[config.mk]
export PLATFORM = sky130hd
export DESIGN_NAME = fetch_sequencer
export DESIGN_NICKNAME = d
export VERILOG_FILES = /design/src/rtl/roxxon_pkg.sv /design/src/rtl/mod_n_counter.sv /design/src/rtl/fetch_sequencer.sv
export SDC_FILE = /design/constraint.sdc
export NUM_CORES = 1
export LEC_CHECK = 0
export CORE_ASPECT_RATIO = 0.75
export CORE_UTILIZATION = 42
export DETAILED_ROUTE_END_ITERATION = 6
export HOLD_SLACK_MARGIN = 0.02
export PLACE_DENSITY = 0.77
export SLEW_MARGIN = 20
export SYNTH_ARGS = -nofsm -noshare
export SYNTH_HDL_FRONTEND = slang
export SYNTH_SLANG_ARGS = --single-unit
[constraint.sdc]
create_clock -name CLK -period 1.8 [get_ports CLK]
set_input_delay 0.36 -clock CLK [delete_from_list [all_inputs] [get_ports CLK]]
set_output_delay 0.36 -clock CLK [all_outputs]
set_load 0.02 [all_outputs]
[src/rtl/roxxon_pkg.sv]
// rtl/roxxon_pkg.sv - shared state encoding and sizing for the SIMD fetch path
package roxxon_pkg;

  localparam int N = 16;
  localparam int REGN = 512;
  localparam int PCW = $clog2(REGN / 2);
  localparam logic [31:0] HALT_OP = 32'd0;

  typedef enum logic [2:0] {
    S_IDLE,
    S_LOAD_B,
    S_LOAD_A,
    S_FETCH,
    S_EXEC,
    S_WB,
    S_HALT
  } seq_state_t;

endpackage

[src/rtl/mod_n_counter.sv]
// rtl/mod_n_counter.sv - modulo-N row counter with clear, enable and terminal count
module mod_n_counter #(
  parameter int N = 16,
  parameter int W = (N > 1) ? $clog2(N) : 1
) (
  input  logic         CLK,
  input  logic         rst,
  input  logic         clr,
  input  logic         en,
  output logic [W-1:0] count,
  output logic         tc
);

  assign tc = (count == W'(N - 1));

  // Wrapping on the terminal row leaves the counter at 0 for the next phase.
  always_ff @(posedge CLK) begin
    if (rst || clr) begin
      count <= '0;
    end else if (en) begin
      count <= tc ? '0 : count + W'(1);
    end
  end

endmodule

[src/rtl/fetch_sequencer.sv]
// rtl/fetch_sequencer.sv - load/fetch/execute/writeback sequencer for the SIMD fetch unit
module fetch_sequencer #(
  parameter int N = roxxon_pkg::N,
  parameter int REGN = roxxon_pkg::REGN,
  parameter logic [31:0] ADDR = 32'h0000_0000,
  parameter logic [31:0] HALT_OP = roxxon_pkg::HALT_OP,
  localparam int RW = $clog2(N),
  localparam int PCW = $clog2(REGN / 2)
) (
  input  logic           CLK,
  input  logic           RSTN,
  input  logic           START,
  input  logic           MAT_VALID,
  output logic           LOAD_EN,
  output logic           MATAB_SEL,
  output logic [RW-1:0]  ROW_IDX,
  output logic           INSTR_REQ,
  output logic [PCW-1:0] PC_INS,
  input  logic           INSTR_VALID,
  input  logic [31:0]    INSTR,
  output logic [31:0]    INSTR_REG,
  output logic           EXEC_START,
  input  logic           EXEC_DONE,
  output logic           DOUT_MUX,
  output logic           OUT_VALID,
  input  logic           OUT_READY,
  output logic           BUSY,
  output logic           DONE
);

  import roxxon_pkg::*;

  localparam logic [PCW-1:0] PC_ADDR = ADDR[PCW-1:0];
  localparam logic [PCW-1:0] PC_LAST = PCW'(REGN / 2 - 1);

  seq_state_t state, state_nxt;
  logic       cnt_clr, cnt_en, row_tc;
  logic       pc_inc, pc_load, ir_load, exec_start_nxt;

  mod_n_counter #(.N(N), .W(RW)) u_row_cnt (
    .CLK   (CLK),
    .rst   (RSTN),
    .clr   (cnt_clr),
    .en    (cnt_en),
    .count (ROW_IDX),
    .tc    (row_tc)
  );

  always_ff @(posedge CLK) begin
    if (RSTN) begin
      state <= S_IDLE;
    end else begin
      state <= state_nxt;
    end
  end

  always_ff @(posedge CLK) begin
    if (RSTN) begin
      PC_INS     <= PC_ADDR;
      INSTR_REG  <= '0;
      EXEC_START <= 1'b0;
    end else begin
      EXEC_START <= exec_start_nxt;
      if (ir_load) begin
        INSTR_REG <= INSTR;
      end
      if (pc_load) begin
        PC_INS <= PC_ADDR;
      end else if (pc_inc) begin
        PC_INS <= (PC_INS == PC_LAST) ? '0 : PC_INS + PCW'(1);
      end
    end
  end

  always_comb begin
    state_nxt      = state;
    cnt_clr        = 1'b0;
    cnt_en         = 1'b0;
    pc_inc         = 1'b0;
    pc_load        = 1'b0;
    ir_load        = 1'b0;
    exec_start_nxt = 1'b0;
    LOAD_EN        = 1'b0;
    MATAB_SEL      = 1'b0;
    INSTR_REQ      = 1'b0;
    DOUT_MUX       = 1'b0;
    OUT_VALID      = 1'b0;
    BUSY           = 1'b1;
    DONE           = 1'b0;
    case (state)
      S_IDLE: begin
        BUSY = 1'b0;
        if (START) begin
          state_nxt = S_LOAD_B;
          cnt_clr   = 1'b1;
        end
      end
      S_LOAD_B: begin
        LOAD_EN = MAT_VALID;
        cnt_en  = MAT_VALID;
        if (MAT_VALID && row_tc) begin
          state_nxt = S_LOAD_A;
        end
      end
      S_LOAD_A: begin
        MATAB_SEL = 1'b1;
        LOAD_EN   = MAT_VALID;
        cnt_en    = MAT_VALID;
        if (MAT_VALID && row_tc) begin
          state_nxt = S_FETCH;
        end
      end
      S_FETCH: begin
        INSTR_REQ = 1'b1;
        if (INSTR_VALID) begin
          ir_load = 1'b1;
          if (INSTR == HALT_OP) begin
            state_nxt = S_HALT;
          end else begin
            state_nxt      = S_EXEC;
            exec_start_nxt = 1'b1;
          end
        end
      end
      S_EXEC: begin
        if (EXEC_DONE) begin
          state_nxt = S_WB;
          cnt_clr   = 1'b1;
        end
      end
      S_WB: begin
        // Row index only moves on an accepted transfer, so a stalled row is held.
        DOUT_MUX  = 1'b1;
        OUT_VALID = 1'b1;
        cnt_en    = OUT_READY;
        if (OUT_READY && row_tc) begin
          state_nxt = S_FETCH;
          pc_inc    = 1'b1;
        end
      end
      S_HALT: begin
        BUSY = 1'b0;
        DONE = 1'b1;
        if (START) begin
          state_nxt = S_LOAD_B;
          cnt_clr   = 1'b1;
          pc_load   = 1'b1;
        end
      end
      default: state_nxt = S_IDLE;
    endcase
  end

endmodule

-- After elaboration in Yosys (flattened, before gate mapping)
Index checks and enable logic that the tools add are counted.
- register bits: 48
- input port bits: 39
- word-level logic and storage cells: 59
- output and inout bits: 52
- equal/unequal tests: 14
- bitwise gates (word level): 2
- $add $sub $neg: 2
- mux-type cells: 26
- reduce and logical (&&, ||, !) cells: 10
- operators with widths (cell ; count):
    $logic_not A32 Y1 ; 1
    $mux W3 ; 6
    $pmux W3 S6 ; 1
    $mux W1 ; 14
    $ne A2 B2 Y1 const B ; 5
    $eq A3 B3 Y1 const B ; 3
    $add A8 B1 Y8 const B ; 1
    $eq A8 B8 Y1 const B ; 1
    $mux W8 ; 1
    $eq A3 B2 Y1 const B ; 2
    $reduce_and A6 Y1 ; 1
    $reduce_or A2 Y1 ; 3
    $add A4 B1 Y4 const B ; 1
    $eq A4 B4 Y1 const B ; 1
    $mux W4 ; 1
    $pmux W1 S2 ; 2
    $eq A3 B1 Y1 const B ; 1
    $logic_not A3 Y1 ; 1
    $reduce_or A3 Y1 ; 1
    $logic_and A1 B1 Y1 ; 2
    $mux W2 ; 1
    $ne A2 B1 Y1 const B ; 1
    $not A1 Y1 ; 2
    $logic_or A1 B1 Y1 ; 1

-- Logic depth before layout (Yosys ltp)
Gate-level depths: netlist (run 1).
- depth in word-level cells: 4
- depth in mapped cells: 8
- depth with buffers taken out: 6

-- By module
Synthesis (run 1) repeated with hierarchy kept, for this count alone.
- cell total of the unflattened synthesis: 259
- area, all modules: 2085.8 um^2
- modules (own cells, without submodules) (module ; times used ; area an instance (um^2) ; seq. area each (um^2) ; cells an instance):
    fetch_sequencer ; 1 ; 1905.6 ; 880.8 ; 240
    mod_n_counter ; 1 ; 180.2 ; 80.1 ; 19

-- Least setup slack after synthesis (run 1)
Ideal clock, no wire load.
- path kind: reg2reg
- start: register u_row_cnt.count[0]
- end: register state[1]
- path slack: 54 ps
- path buffers: 0
- setup time: 95 ps
- required time: 1705 ps
- arrival time: 1651 ps
- cell stages (with the launch flop): 7
- cell sequence: dfxtp_1 ha_1 nand3_1 nor2_1 o22ai_2 or4_1 o311ai_1
- word-level cells in the longest chain between the ends: 4
- elaborated cells on any way between the ends: 7
- RTL lines (item ; RTL line ; RTL):
    start: declaration ; mod_n_counter.sv:10 ; output logic [W-1:0] count,
    start signal: assignment ; mod_n_counter.sv:21 ; count <= tc ? '0 : count + W'(1);
    $eq A4 B4 Y1 (*) ; mod_n_counter.sv:14 ; assign tc = (count == W'(N - 1));
    $logic_and A1 B1 Y1 (on tied branches) ; fetch_sequencer.sv:136, fetch_sequencer.sv:101, fetch_sequencer.sv:109 ;
    $ne A2 B2 Y1 (no source line) ; n/a ;
    $reduce_and A6 Y1 (no source line) (*) ; n/a ;
    end signal: assignment ; fetch_sequencer.sv:53 ; state <= state_nxt;
    end: declaration ; fetch_sequencer.sv:36 ; seq_state_t state, state_nxt;
Mark *: on every way between the ends. The rest lies on a longest branch, timed or not.
A chain may end at the register's enable or synchronous reset.

-- Worst setup path in the final report (run 1)
- start: register state[1]
- end: output MATAB_SEL
- word-level cells in the longest chain between the ends: 2
- RTL lines (item ; RTL line ; RTL):
    $eq A3 B2 Y1 ; fetch_sequencer.sv:90 ; case (state)
    $mux W1 ; fetch_sequencer.sv:90 ;
    end: declaration ; fetch_sequencer.sv:15 ; output logic MATAB_SEL,
Every way passes these cells.

==> results of run 1 <==
[report_power, final]
part           internal (mW)  total [mW]  switching, mW
clock network          0.547       0.895          0.348
logic                  0.410       0.790          0.381
registers               1.12        1.20         0.0714
[cell families after synthesis]
logic type / synth area share [%]
mux: 0.483
xor+xnor: 4.23
compound gates: 14.3
simple gates: 28.2
flops: 46.4
buf+inv: 5.26
fa+ha+maj: 1.21
[cells in the mapped netlist, drive strengths merged]
master   n
nand2b   1
xnor2    4
nor2b    1
o22ai    1
nand4    5
or2      1
nand4b   1
nor2    17
a311oi   1
mux2i    1
xor2     6
o211a    1
nand3    4
o31a     1
buf      8
and4bb   1
inv      7
or3      2
and3     3
or2b     1
a21oi   36
and2b    1
dfxtp   48
and2     2
ha       2
a21o     1
a211oi   1
or4      1
a31o     1
clkbuf   7
o22a     1
nand2   72
a22oi    1
nor3     3
o311ai   1
o21ai    5
nor4     9
[worst paths after layout]
check / cells past startpoint / start / slack (ns) / endpoint
setup reg to reg: 6 / u_row_cnt.count[1]$_SDFFE_PP0P_ / 0.12 / state[1]$_SDFFE_PP0P_
setup / recovery: 3 / state[1]$_SDFFE_PP0P_ / 0.08 / MATAB_SEL
hold reg to reg: 2 / INSTR_REG[22]$_SDFFE_PP0P_ / 0.46 / INSTR_REG[22]$_SDFFE_PP0P_
hold / removal: 2 / INSTR_REG[22]$_SDFFE_PP0P_ / 0.46 / INSTR_REG[22]$_SDFFE_PP0P_
[routing by layer]
layer / part of all wire [%] / vias up / global-route usage [%]
met4: 1.4 / 0 / 7.76
met5: 0 / - / 0
li1: - / 1091 / -
met2: 45 / 61 / 38.1
met3: 5.7 / 7 / 5.15
met1: 48 / 984 / 28.0
[registers in the layout, summed over array words and instances, names as in the netlist]
register	cells
EXEC_START	1
u_row_cnt.count	4
state	3
INSTR_REG	32
PC_INS	8
[cells in the final DEF, fill, tap and decap left out, types with 5 or more instances in the layout]
cell	instances
o21ai_0	5
clkdlybuf4s50_1	80
a21oi_1	36
nand4_1	5
xor2_1	6
dfxtp_1	45
buf_4	25
nor2_1	17
nor4_1	9
clkbuf_8	5
nand2_1	72
inv_1	7
[area by class of cell]
cell class | count | share of cell area [%]
Timing Repair Buffer | 116 | 33.1
Clock inverter | 2 | 1.82
Sequential cell | 48 | 29.4
Clock buffer | 5 | 2.09
Tap cell | 57 | 2.17
Inverter | 7 | 0.798
Multi-Input combinational cell | 189 | 30.6
[critical path, cell delays in order, from the launching register on]
cell and delay (ns):
dfxtp_4 0.41, or2b_1 0.25, nor2_1 0.09, clkdlybuf4s15_1 0.30
[timing repair]
item,4_1_cts,5_1_grt
setup endpoints to repair,8,19
setup buffers,0,1
pin swaps,0,0
endpoints found under the hold margin,0,0
gates resized for setup,17,14
==> results.ini, run 1 <==
[logic_synthesis]
yosysWarningCount=0
yosysTopAreaCellShare_pct=46.4
ys_seq_area_share_pct=46.4
synth.avg_cell_area_um2=8.00
yosys-top-cells-area=dfxtp_1 (46%), nand2_1 (13%), a21oi_1 (8.7%)
ys_seq_elements=48
synth.distinct_cells=41
yosysTopAreaCell=dfxtp_1
netlist_instances=259
syn_nets=300
netlist_area_um2=2070

[hold_path]
min_path_type=reg -> reg

[timing]
worst_slew_pin_slew_ns=0.400
relSlewSlack_pct=73.1
setup_ws_ns=0.0816
skew_ns=0.00695
drv_slew=0
period_minus_slack_ns=1.72
fin_hold_ws_ns=0.456
timing.fmax_mhz=582
rsz0062_at_grt=no
hold_violations=0
setup_viol=0
setup_tns_ns=0
finalCritPeriodShare_pct=95.5

[layout]
nets=408
fin_util_pct=71.6
final_area_um2=3290
n_antenna_cell=0
drive_gt1_share_pct=13.6
multi_input_area_um2=1010
seq_area_um2=967
syn2layout_area_growth_pct=59.0
instances_no_fill=424
fill_cells=398

[cts]
cts_buffer_depth=2
clock_latency_ns=0.30
ctsHoldBuffers=0
cts_tree=yes
cts_buffers=5
h-tree-depth=2
root_buffer=clkbuf_8
clock-sinks=48
clk_pin_slew_ns=0.08

[detailed_routing]
ant_nets=0
via_per_inst=5.05
vias=2143
drt_iter0_drc=94
drt-total-wl_um=5700
drc_errors=0
routedWlPerCell_um=13.4
dr.pass1.iters=4

[pwr]
p_leak_nw=1.28
p_per_area_nw_per_um2=875
vdd_drop_max_uv=677
total_power_mw=2.88

[placement]
gp_congestion=0.825
pre_cts_ws_ns=-0.232
postPlaceCellArea_um2=3160
dp_hpwl_um=4290
io_buffers=90
dpl.cell_count=416

[setup_path]
end_kind=primary output
worstPathArrival_ns=1.36
critical_path_class=reg -> out
cp.required_ns=1.44
critPathMaxFanout=11
critPathLaunchType=flop

[run]
maxCapViolations=0

[die]
die_width_um=83.1
die_area_um2=5220
ios=91
placement_rows=21
fp.dieH_um=62.8
start_util_pct=45.0
core_area_um2=4600

[run_status]
status=finished clean

[global_route]
grtUsageTotal_pct=22.4
grt_max_degree=24
antenna_found_initial=0
overflow=0
grt_pass1_vias=2019
grt_pass1_wl_um=9430

(Power assumes the default switching activity.)
==> inputs of run 2 (changes only) <==
- PLACE_DENSITY: 0.77 -> 0.87
==> results.ini, run 2 (synthesis results as in run 1) <==
[run_status]
status=finished clean  ; unchanged

[die]
placement_rows=21  ; unchanged
ios=91  ; unchanged
die_width_um=83.1  ; unchanged
start_util_pct=45.0  ; unchanged
core_area_um2=4600  ; unchanged
fp.dieH_um=62.8  ; unchanged
die_area_um2=5220  ; unchanged

[pwr]
p_clk_share_pct=24.3  ; was 31.1%
netSwitchingFraction_pct=31.4  ; was 27.8%
switchingPower_mw=0.827  ; was 0.801 mW
p_leak_nw=1.21  ; was 1.28 nW
p_per_area_nw_per_um2=817  ; was 875 nW/um^2
vdd_drop_max_uv=481  ; was 677 uV
internal-power_mw=1.81  ; was 2.08 mW
seq_power_share_pct=44.5  ; was 41.5%
pwr-share-comb_pct=31.2  ; was 27.4%

[cts]
ctsHoldBuffers=0  ; unchanged
h-tree-depth=2  ; unchanged
cts_buffers=5  ; unchanged
cts_tree=yes  ; unchanged
post_cts_buffers=0  ; unchanged
root_buffer=clkbuf_8  ; unchanged
cts_buffer_depth=2  ; unchanged
clk_pin_slew_ns=0.09  ; was 0.08 ns
clock-sinks=48  ; unchanged
clock_latency_ns=0.30  ; about the same

[setup_path]
end_kind=primary output  ; unchanged
slowest_delay_ns=0.64  ; was 0.41 ns
cp_slowest_cell=clkdlybuf4s50_1  ; was dfxtp_4
worstPathArrival_ns=1.37  ; was 1.36 ns
worst-path-buf-inv=1  ; unchanged
critical_path_class=reg -> out  ; unchanged
startpoint=u_row_cnt.count[2]$_SDFFE_PP0P_  ; was state[1]$_SDFFE_PP0P_
critPathLaunchType=flop  ; unchanged
cp.required_ns=1.44  ; about the same
path_cells=clkdlybuf4s50_1  ; was or2b_1 -> nor2_1 -> clkdlybuf4s15_1
cp_top_family=buffers and inverters  ; was flip-flops
r2r_start=state[1]$_SDFFE_PP0P_  ; was u_row_cnt.count[1]$_SDFFE_PP0P_
critPathMaxFanout=5  ; was 11

[placement]
dpl.cell_count=416  ; unchanged
io_buffers=90  ; unchanged
gp_congestion=0.926  ; was 0.825
dp_hpwl_um=4260  ; was 4290 um

[detailed_routing]
drc_errors=0  ; unchanged
drt_iter0_drc=100  ; was 94
drt-total-wl_um=5670  ; was 5700 um
routedWlPerCell_um=13.4  ; about the same
vias=2140  ; was 2,143
ant_nets=0  ; unchanged
dr.pass1.iters=4  ; unchanged
via_per_inst=5.05  ; about the same

[global_route]
grt_pass1_vias=2118  ; was 2,019
overflow=0  ; unchanged
grt_max_degree=33  ; was 24
antenna_found_initial=0  ; unchanged
grtUsageTotal_pct=22.7  ; was 22.4%
grt_pass1_wl_um=9670  ; was 9430 um

[layout]
nets=407  ; was 408
largest_reg_flops=32  ; unchanged
final_cell_mix=clkdlybuf4s50_1 (82), nand2_1 (72), dfxtp_1 (44)  ; was clkdlybuf4s50_1 (80), nand2_1 (72), dfxtp_1 (45)
final_common_cell=clkdlybuf4s50_1  ; unchanged
instances_no_fill=424  ; unchanged
multi_input_area_um2=1010  ; about the same
fill_cells=380  ; was 398
syn2layout_area_growth_pct=55.8  ; was 59.0%
largest_register=INSTR_REG  ; unchanged
n_antenna_cell=0  ; unchanged
biggestRegsByFlops=INSTR_REG: 32 flops, PC_INS: 8 flops, u_row_cnt.count: 4 flops  ; unchanged
drive_gt1_share_pct=13.9  ; was 13.6%
seq_area_um2=966  ; was 967 um^2

[timing]
fin_hold_ws_ns=0.456  ; about the same
setup_viol=0  ; unchanged
hold_violations=0  ; unchanged
period_minus_slack_ns=1.73  ; was 1.72 ns
worst_slew_pin_slew_ns=0.454  ; was 0.400 ns
skew_ns=0.00564  ; was 0.00695 ns
finalCritPeriodShare_pct=95.9  ; was 95.5%
drv_slew=0  ; unchanged
relSlewSlack_pct=69.5  ; was 73.1%
timing.fmax_mhz=579  ; was 582 MHz

[run]
maxCapViolations=0  ; unchanged

[hold_path]
worstHoldStart=INSTR_REG[12]$_SDFFE_PP0P_  ; was INSTR_REG[22]$_SDFFE_PP0P_
min_path_type=reg -> reg  ; unchanged

-- run 2: area by class of cell --
| type | instances | area share (%) |
|---|---|---|
| Sequential cell | 48 | 29.9 |
| Multi-Input combinational cell | 189 | 31.3 |
| Tap cell | 57 | 2.21 |
| Timing Repair Buffer | 115 | 33.0 |
| Inverter | 7 | 0.815 |
| Clock buffer | 7 | 2.37 |
| Clock inverter | 1 | 0.272 |
-- run 2: tightest hold or removal path, stage by stage, from the launching register on --
cell and delay, ns:
dfxtp_1 0.32, nand2_1 0.05, a21oi_1 0.05
-- run 2: metal layers --
layer,track usage (%),part of all wire [%]
met1,28.6,46
met2,37.4,46
met3,7.66,7.4
met4,5.60,1.0
met5,0,0
-- run 2: final timing paths --
path,slack [ns],to,cells past startpoint
worst min register to register,0.46,INSTR_REG[12]$_SDFFE_PP0P_,2
worst max-delay path,0.07,ROW_IDX[2],1
worst max register to register,0.11,state[1]$_SDFFE_PP0P_,7
worst min-delay path,0.46,INSTR_REG[12]$_SDFFE_PP0P_,2
-- run 2: repair_timing --
action	in CTS	in global routing
hold endpoints to repair	0	0
resized for setup	12	16
pin swaps	0	0
setup endpoints to repair	7	14
-- run 2: power groups by stage --
stage               Combinational [mW]  Clock, mW  Sequential, mW
CTS                              0.827      0.652            1.17
global route                     0.893      0.721            1.18
finish                           0.823      0.640            1.17
global placement                 0.823          0            1.19
floorplan                        0.412          0            1.22
detailed placement               0.848          0            1.19
-- run 2: per-stage QoR --
step | utilization, % | total power, mW | area [um^2] | setup slack, ns | setup TNS, ns
6_report | 70.1 | 2.64 | 3230 | 0.0743 | 0
5_1_grt | 70.1 | 2.80 | 3230 | -0.0287 | -0.0287
4_1_cts | 70.3 | 2.65 | 3230 | 0.0104 | 0
3_5_place_dp | 68.5 | 2.04 | 3150 | -0.220 | -0.800
3_3_place_gp | 68.5 | 2.01 | 3150 | -0.198 | -0.569
2_1_floorplan | - | 1.63 | 2070 | 0.0539 | 0
